### src/rtl/byte_striping_ctrl.sv
// Byte striping controller: collects bytes into 4-slot groups and emits each group
// across four lanes, preceded by a COM training sequence after every reset.
module byte_striping_ctrl #(
    parameter int          TRAIN_GROUPS = 4,
    parameter logic [7:0]  COM          = 8'hBC,
    parameter logic [7:0]  IDL          = 8'h7C,
    parameter logic [7:0]  PAD          = 8'hF7
) (
    input  logic        CLK,
    input  logic        RESET,
    input  logic [7:0]  data_in,
    input  logic        valid_in,
    output logic        in_ready,
    output logic [7:0]  lane0,
    output logic [7:0]  lane1,
    output logic [7:0]  lane2,
    output logic [7:0]  lane3,
    output logic        lanes_valid,
    output logic [1:0]  state,
    output logic [15:0] byte_count,
    output logic        drop_err
);

    typedef enum logic [1:0] {
        ST_INIT   = 2'b00,
        ST_IDLE   = 2'b01,
        ST_ACTIVE = 2'b10
    } state_t;

    state_t      state_q;
    logic [1:0]  phase;
    logic [3:0]  train_cnt;
    logic [7:0]  slot [3];
    logic [2:0]  slot_vld;

    // Handshake: a byte transfers on a rising edge where valid_in and in_ready are
    // both high; valid_in with in_ready low loses the byte and flags drop_err.
    logic accept;
    assign accept = valid_in && in_ready;

    // Group contents as seen at the group edge; slot 3 comes straight from data_in.
    logic [7:0] grp_byte [4];
    logic [3:0] grp_vld;
    logic [7:0] grp_lane [4];

    always_comb begin
        grp_byte[0] = slot[0];
        grp_byte[1] = slot[1];
        grp_byte[2] = slot[2];
        grp_byte[3] = data_in;
        grp_vld     = {accept, slot_vld};
        for (int i = 0; i < 4; i++) begin
            grp_lane[i] = grp_vld[i] ? grp_byte[i] : PAD;
        end
    end

    assign state = state_q;

    always_ff @(posedge CLK) begin
        if (RESET) begin
            state_q     <= ST_INIT;
            phase       <= 2'd0;
            train_cnt   <= 4'd0;
            slot[0]     <= 8'h00;
            slot[1]     <= 8'h00;
            slot[2]     <= 8'h00;
            slot_vld    <= 3'b000;
            lane0       <= 8'h00;
            lane1       <= 8'h00;
            lane2       <= 8'h00;
            lane3       <= 8'h00;
            lanes_valid <= 1'b0;
            in_ready    <= 1'b0;
            byte_count  <= 16'h0000;
            drop_err    <= 1'b0;
        end else begin
            phase       <= phase + 2'd1;
            lanes_valid <= 1'b0;

            if (valid_in && !in_ready) begin
                drop_err <= 1'b1;
            end

            if (accept && (byte_count != 16'hFFFF)) begin
                byte_count <= byte_count + 16'd1;
            end

            if (accept) begin
                case (phase)
                    2'd0: begin slot[0] <= data_in; slot_vld[0] <= 1'b1; end
                    2'd1: begin slot[1] <= data_in; slot_vld[1] <= 1'b1; end
                    2'd2: begin slot[2] <= data_in; slot_vld[2] <= 1'b1; end
                    default: ;
                endcase
            end

            if (phase == 2'd3) begin
                lanes_valid <= 1'b1;
                slot_vld    <= 3'b000;
                case (state_q)
                    ST_INIT: begin
                        lane0 <= COM;
                        lane1 <= COM;
                        lane2 <= COM;
                        lane3 <= COM;
                        if (train_cnt == 4'(TRAIN_GROUPS - 1)) begin
                            state_q  <= ST_IDLE;
                            in_ready <= 1'b1;
                        end else begin
                            train_cnt <= train_cnt + 4'd1;
                        end
                    end
                    default: begin
                        if (|grp_vld) begin
                            lane0   <= grp_lane[0];
                            lane1   <= grp_lane[1];
                            lane2   <= grp_lane[2];
                            lane3   <= grp_lane[3];
                            state_q <= ST_ACTIVE;
                        end else begin
                            lane0   <= IDL;
                            lane1   <= IDL;
                            lane2   <= IDL;
                            lane3   <= IDL;
                            state_q <= ST_IDLE;
                        end
                    end
                endcase
            end
        end
    end

endmodule

### config.mk
export PLATFORM = sky130hd
export DESIGN_NAME = byte_striping_ctrl
export DESIGN_NICKNAME = d
export VERILOG_FILES = /design/src/rtl/byte_striping_ctrl.sv
export SDC_FILE = /design/constraint.sdc
export NUM_CORES = 1
export LEC_CHECK = 0
export CAP_MARGIN = 20
export CORE_ASPECT_RATIO = 2
export CORE_MARGIN = 1
export CORE_UTILIZATION = 40
export DETAILED_ROUTE_END_ITERATION = 10
export GPL_TIMING_DRIVEN = 0
export MAX_ROUTING_LAYER = met4
export PLACE_DENSITY_LB_ADDON = 0.08
export SYNTH_ARGS = -nofsm -noshare
export SYNTH_HDL_FRONTEND = slang
export SYNTH_SLANG_ARGS = --single-unit
### constraint.sdc
create_clock -name CLK -period 3.5 [get_ports CLK]
set_input_delay 0.35 -clock CLK [delete_from_list [all_inputs] [get_ports CLK]]
set_output_delay 0.35 -clock CLK [all_outputs]
set_load 0.005 [all_outputs]
After elaboration in Yosys (flattened, before gate mapping)

Memory sizes are Yosys's and may differ from the RTL's.
Index checks and enable logic that the tools add are counted.

Add/subtract/negate cells: 3
$mul: 0
Div/mod/pow operators: 0
Magnitude comparators: 0
Equal/unequal tests: 6
Shift-type cells: 0
Mux-type cells: 33
Bitwise gates (word level): 4
Reduce and logical (&&, ||, !) cells: 14

Operators by type and width:

| kind                  | number |
|---|---|
| $mux 8                | 15 |
| $add 16x1->16 const B | 1 |
| $ne 16x16->1 const B  | 1 |
| $mux 1                | 15 |
| $reduce_and 2->1      | 4 |
| $mux 2                | 3 |
| $reduce_and 3->1      | 2 |
| $add 4x1->4 const B   | 1 |
| $eq 2x2->1 const B    | 2 |
| $eq 4x2->1 const B    | 1 |
| $logic_not 2->1       | 2 |
| $reduce_or 4->1       | 1 |
| $logic_and 1x1->1     | 3 |
| $or 1x1->1            | 3 |
| $add 2x1->2 const B   | 1 |
| $eq 2x1->1 const B    | 1 |
| $ne 2x2->1 const B    | 1 |
| $reduce_or 2->1       | 1 |
| $logic_not 1->1       | 1 |
| $not 1->1             | 1 |

Register bits after elaboration: 62
Bits in latches: 0
Memory bits (writable): 24
Bits in read-only memories: 0
Bits of input ports: 11
Output and inout port bits: 53
Word-level logic and storage cells: 75
Memories kept: 1

Memories:

| memory | depth | width | read ports | clocked after memory_dff | write ports | line | source |
|---|---|---|---|---|---|---|---|
| slot   | 3     | 8     | 3          | 0                        | 3           | 33   | `logic [7:0] slot [3];` |

Depth between registers and ports, before layout

Depth in word-level cells: 6
Depth in mapped cells: 6
Depth with buffers taken out: 5

Worst setup path after synthesis

OpenSTA, ideal clock, no wires.

Kind: reg-to-reg
From: reg byte_count[4]
To: reg byte_count[14]
Setup time: 116 ps
Arrival: 1551 ps
Required time: 3384 ps
Slack: 1833 ps
Stages on the path, launching flop included: 6
Buffers on the path: 1
Clock period less this slack: 1667 ps
Cell sequence: dfxtp_1 nand4_2 or2_0 buf_2 or4_1 o211a_1

Longest elaborated chain between the ends: 2
Elaborated cells between the ends (all ways): 3
Those cells by class: add/sub (1); eq/ne (1); reduce/logical (1)

RTL lines:

| element                                               | line | source |
|---|---|---|
| from (decl)                                           | 20   | `output logic [15:0] byte_count,` |
| from (signal assigned)                                | 85   | `byte_count <= byte_count + 16'd1;` |
| branches (longest 2 deep; another with $add 16x1->16) | --   |  |

Parallel ways; which one is timed is not known.
A chain may end at the register's enable or synchronous reset.

Worst setup path in the final report

From: in valid_in
To: reg byte_count[10]

Longest elaborated chain between the ends: 2

RTL lines:

| element           | line | source |
|---|---|---|
| from (decl)       | 12   | `input logic valid_in,` |
| $logic_and 1x1->1 | 39   | `assign accept = valid_in && in_ready;` |
| $logic_and 1x1->1 | 84   | `if (accept && (byte_count != 16'hFFFF)) begin` |

Every way passes these cells.

==> summary.md <==
| Metric | Value |
|---|---|
| WHS Path Cells | 2 |
| IO Pins | 64 |
| Syn_nets | 352 |
| Final min period | 2136 ps |
| Worst path required time | 3750 ps |
| Detail Route Antenna Nets | 0 |
| Worst-Skew Late Latency | 330 ps |
| Port Buffers | 62 |
| Placed Cells | 495 |
| Cell at the slowest stage of the critical path | clkdlybuf4s50_1 |
| DIE WIDTH | 67.00 um |
| Pwr dens | 486.0 nW/um^2 |
| Starting density of the core | 0.4105 |
| Sequential element share of the synthesized area | 0.5805 |
| Tightest Pin Transition | 975.9 ps |
| Final wirelength | 8.387 mm |
| Crit path launch type | primary input |
| N_diodes | 0 |
| Critical Path, Cell by Cell | clkdlybuf4s50_1 -> and4_1 -> nand2_1 -> clkbuf_1 -> or4_1 -> a21oi_1 |
| DRT iter0 DRCs | 111 |
| CTS tree | done |
| Core area | 8233 um^2 |
| Post-CTS sizing | 0 |
| WHS Endpoint | lane3[1]$_SDFFE_PP0P_ |
| Max-slew violation count | 0 |
| Global-route wire length before repair | 12.94 mm |
| Number of flops mapped to enable cells by yosys | 24 |
| Synth area leader | dfxtp_1 |
| Area post-placement | 4123 um^2 |
| Pin count of the biggest net entering global routing | 14 |
| Mux share of post-synthesis cell area | 0.005924 |
| Final GP Congestion | 0.8154 |
| Reg2reg start | phase[0]$_SDFF_PP0_ |
| Filler cell count | 753 |
| Routed vias | 2,730 |
| Global Route Usage Sum | 0.2091 |
| Top cell type's share of synthesized area | 0.3673 |
| YS warnings | 0 |
| Share of layout cells above drive strength 1 | 0.04369 |
| RSZ-0062 raised after global routing | no |
| Postcts setup bufs | 0 |
| Most used flip-flop cell after synthesis | dfxtp_1 |
| Detailed placement HPWL | 6.275 mm |
| Asr flop ratio synth | 0 |
| Crit path max fanout | 10 |
| Xor-xnor portion of the synthesized cell area | 0.005183 |
| DRC | 0 |
| Reg2reg setup slack | 1430 ps |
| Post-route cell area | 4428 um^2 |
| Depth of the most critical reg-to-reg path | 5 |
| Final setup vio count | 0 |
| Netlist cell types | 45 |
| CP Capture Type | flip-flop |
| Synth Area in Compound Gates | 0.1588 |
| Power, Total | 2.152 mW |
| Syn avg cell area | 10.09 um^2 |
| Inserted Clock Buffers | 9 |
| Finished Layout Cells | 510 |
| Class of the tightest hold or removal check | flip-flop to flip-flop |
| Top post-synthesis cells by area | dfxtp_1 37%, edfxtp_1 21%, nor2_1 4.7% |
| Worst r2r dst | lane3[1]$_SDFFE_PP0P_ |
| H-Tree Depth | 3 |
| Critical Path Max Stage Delay | 600 ps |
| Hold Violations, Final | 0 |
| Main combinational cell family by area after synthesis | simple AND/OR/NAND/NOR gates |
| Leakage | 1.560 nW |
| Max-cap violations | 0 |
| WP data arrival | 2390 ps |
| Setup TNS | 0 ps |
| Fin Hold WS | 440.9 ps |
| Synthesis-to-layout area growth | 31.03% |
| Synth Instances | 335 |
| Post-synthesis adder-cell area fraction | 0.02221 |
| Die ar. | 8843 um^2 |
| HP Start | lane3[1]$_SDFFE_PP0P_ |
| VDD IR-drop max | 307.9 uV |
| First-pass DRT Iterations | 4 |
| Fmax | 0.4681 GHz |
| CTS Hold Buffers Added | 0 |
| Vias in the first global route | 2,557 |
| Post-Route Skew | 4.939 ps |
| Die Ht | 132.0 um |
| Nets@finish | 425 |
| #FFs+latches synth | 86 |
| Synthesized area | 3379 um^2 |
| Grt ovf | 0 |
| Clock slew at reported path FFs | 60 ps |
| Crit share post-route | 0.6103 |
| Most frequent cells in the layout | 62 x dfxtp_1, 62 x clkdlybuf4s50_1, 42 x nor2_1 |
| Run status | completed |
| Initial antenna violation count | 0 |
| Via density | 5.353 |
| Clk buf depth | 2 |
| TritonCTS Sinks | 86 |
| Critical path type | primary input to flip-flop |
| Simple-gate share of the synthesized area | 0.2014 |
| Wire per inst | 16.45 um |
| Root buf cell | clkbuf_16 |
| Max-slew headroom | 0.3444 |
| Std cell rows | 47 |
critical path: cells and delay by family:
family                 cells  cell delay, ps
AOI/OAI and AO/OA          1             160
buffers and inverters      2             910
and+or+nand+nor            3             970
power breakdown:
| part | switching (mW) | internal, mW |
|---|---|---|
| clock | 0.365 | 0.620 |
| sequential | 0.0119 | 1.05 |
| combinational | 0.0560 | 0.0511 |
state kept, by name, summed over array words and instances, names as in the netlist:
| name | count |
|---|---|
| lanes_valid | 1 |
| phase | 2 |
| state | 2 |
| byte_count | 16 |
| lane3 | 8 |
| lane2 | 8 |
| in_ready | 1 |
| slot_vld | 3 |
| lane0 | 8 |
| drop_err | 1 |
| train_cnt | 4 |
| slot | 24 |
| lane1 | 8 |
synthesized netlist by cell type, drive strengths merged, types with 2 or more instances:
master   n
o211ai   2
or2      2
o31ai    5
nand4    4
o41ai    3
nand2   31
buf      2
and4     2
inv      7
clkbuf  14
mux2i    2
a21oi   19
ha       6
xor2     2
nor2    42
nand3   10
or4      6
o311ai   2
or3      2
o21ai   13
a22o    10
a211oi  13
edfxtp  24
dfxtp   62
nor3    13
nand2b  13
and2     9
cell families after synthesis:
family	Yosys count
simple gates	138
mux	2
flops	86
fa+ha+maj	6
xor+xnor	2
compound gates	78
buf+inv	23
layout make-up:
type	instances	area, um^2	area share
Multi-Input combinational cell	226	1330	0.3004
Sequential cell	86	1962	0.4431
Clock inverter	4	72.57	0.01639
Timing Repair Buffer	62	620.6	0.1402
Clock buffer	11	232.7	0.05256
Buffer	16	61.31	0.01385
Inverter	7	26.28	0.005934
Tap cell	98	122.6	0.02769
worst max-delay path by stage:
stage                                             end                       start  depth (start not counted)
after floorplan           byte_count[14]$_SDFFE_PP0P_  byte_count[4]$_SDFFE_PP0P_                          5
after global placement    byte_count[10]$_SDFFE_PP0P_                    valid_in                          6
after detailed placement  byte_count[10]$_SDFFE_PP0P_                    valid_in                          6
after CTS                 byte_count[10]$_SDFFE_PP0P_                    valid_in                          6
after global routing            lane3[1]$_SDFFE_PP0P_         phase[0]$_SDFF_PP0_                          5
final                     byte_count[10]$_SDFFE_PP0P_                    valid_in                          6
metrics by stage:
stage | util | worst slack [ps]
floorplan | - | 1833
global placement | 0.5008 | 1118
detailed placement | 0.5008 | 1086
CTS | 0.5378 | 1412
global route | 0.5378 | 1272
finish | 0.5378 | 1364
metal layers:
metal / up-vias / wire length [um] / global-route usage
met4: 0 / 408 / 0.1324
met2: 78 / 4551 / 0.3558
met3: 21 / 327 / 0.04152
met5: - / 0 / -
met1: 1266 / 3100 / 0.2075
li1: 1365 / - / -
No activity file was read; power rests on OpenSTA's default activity.
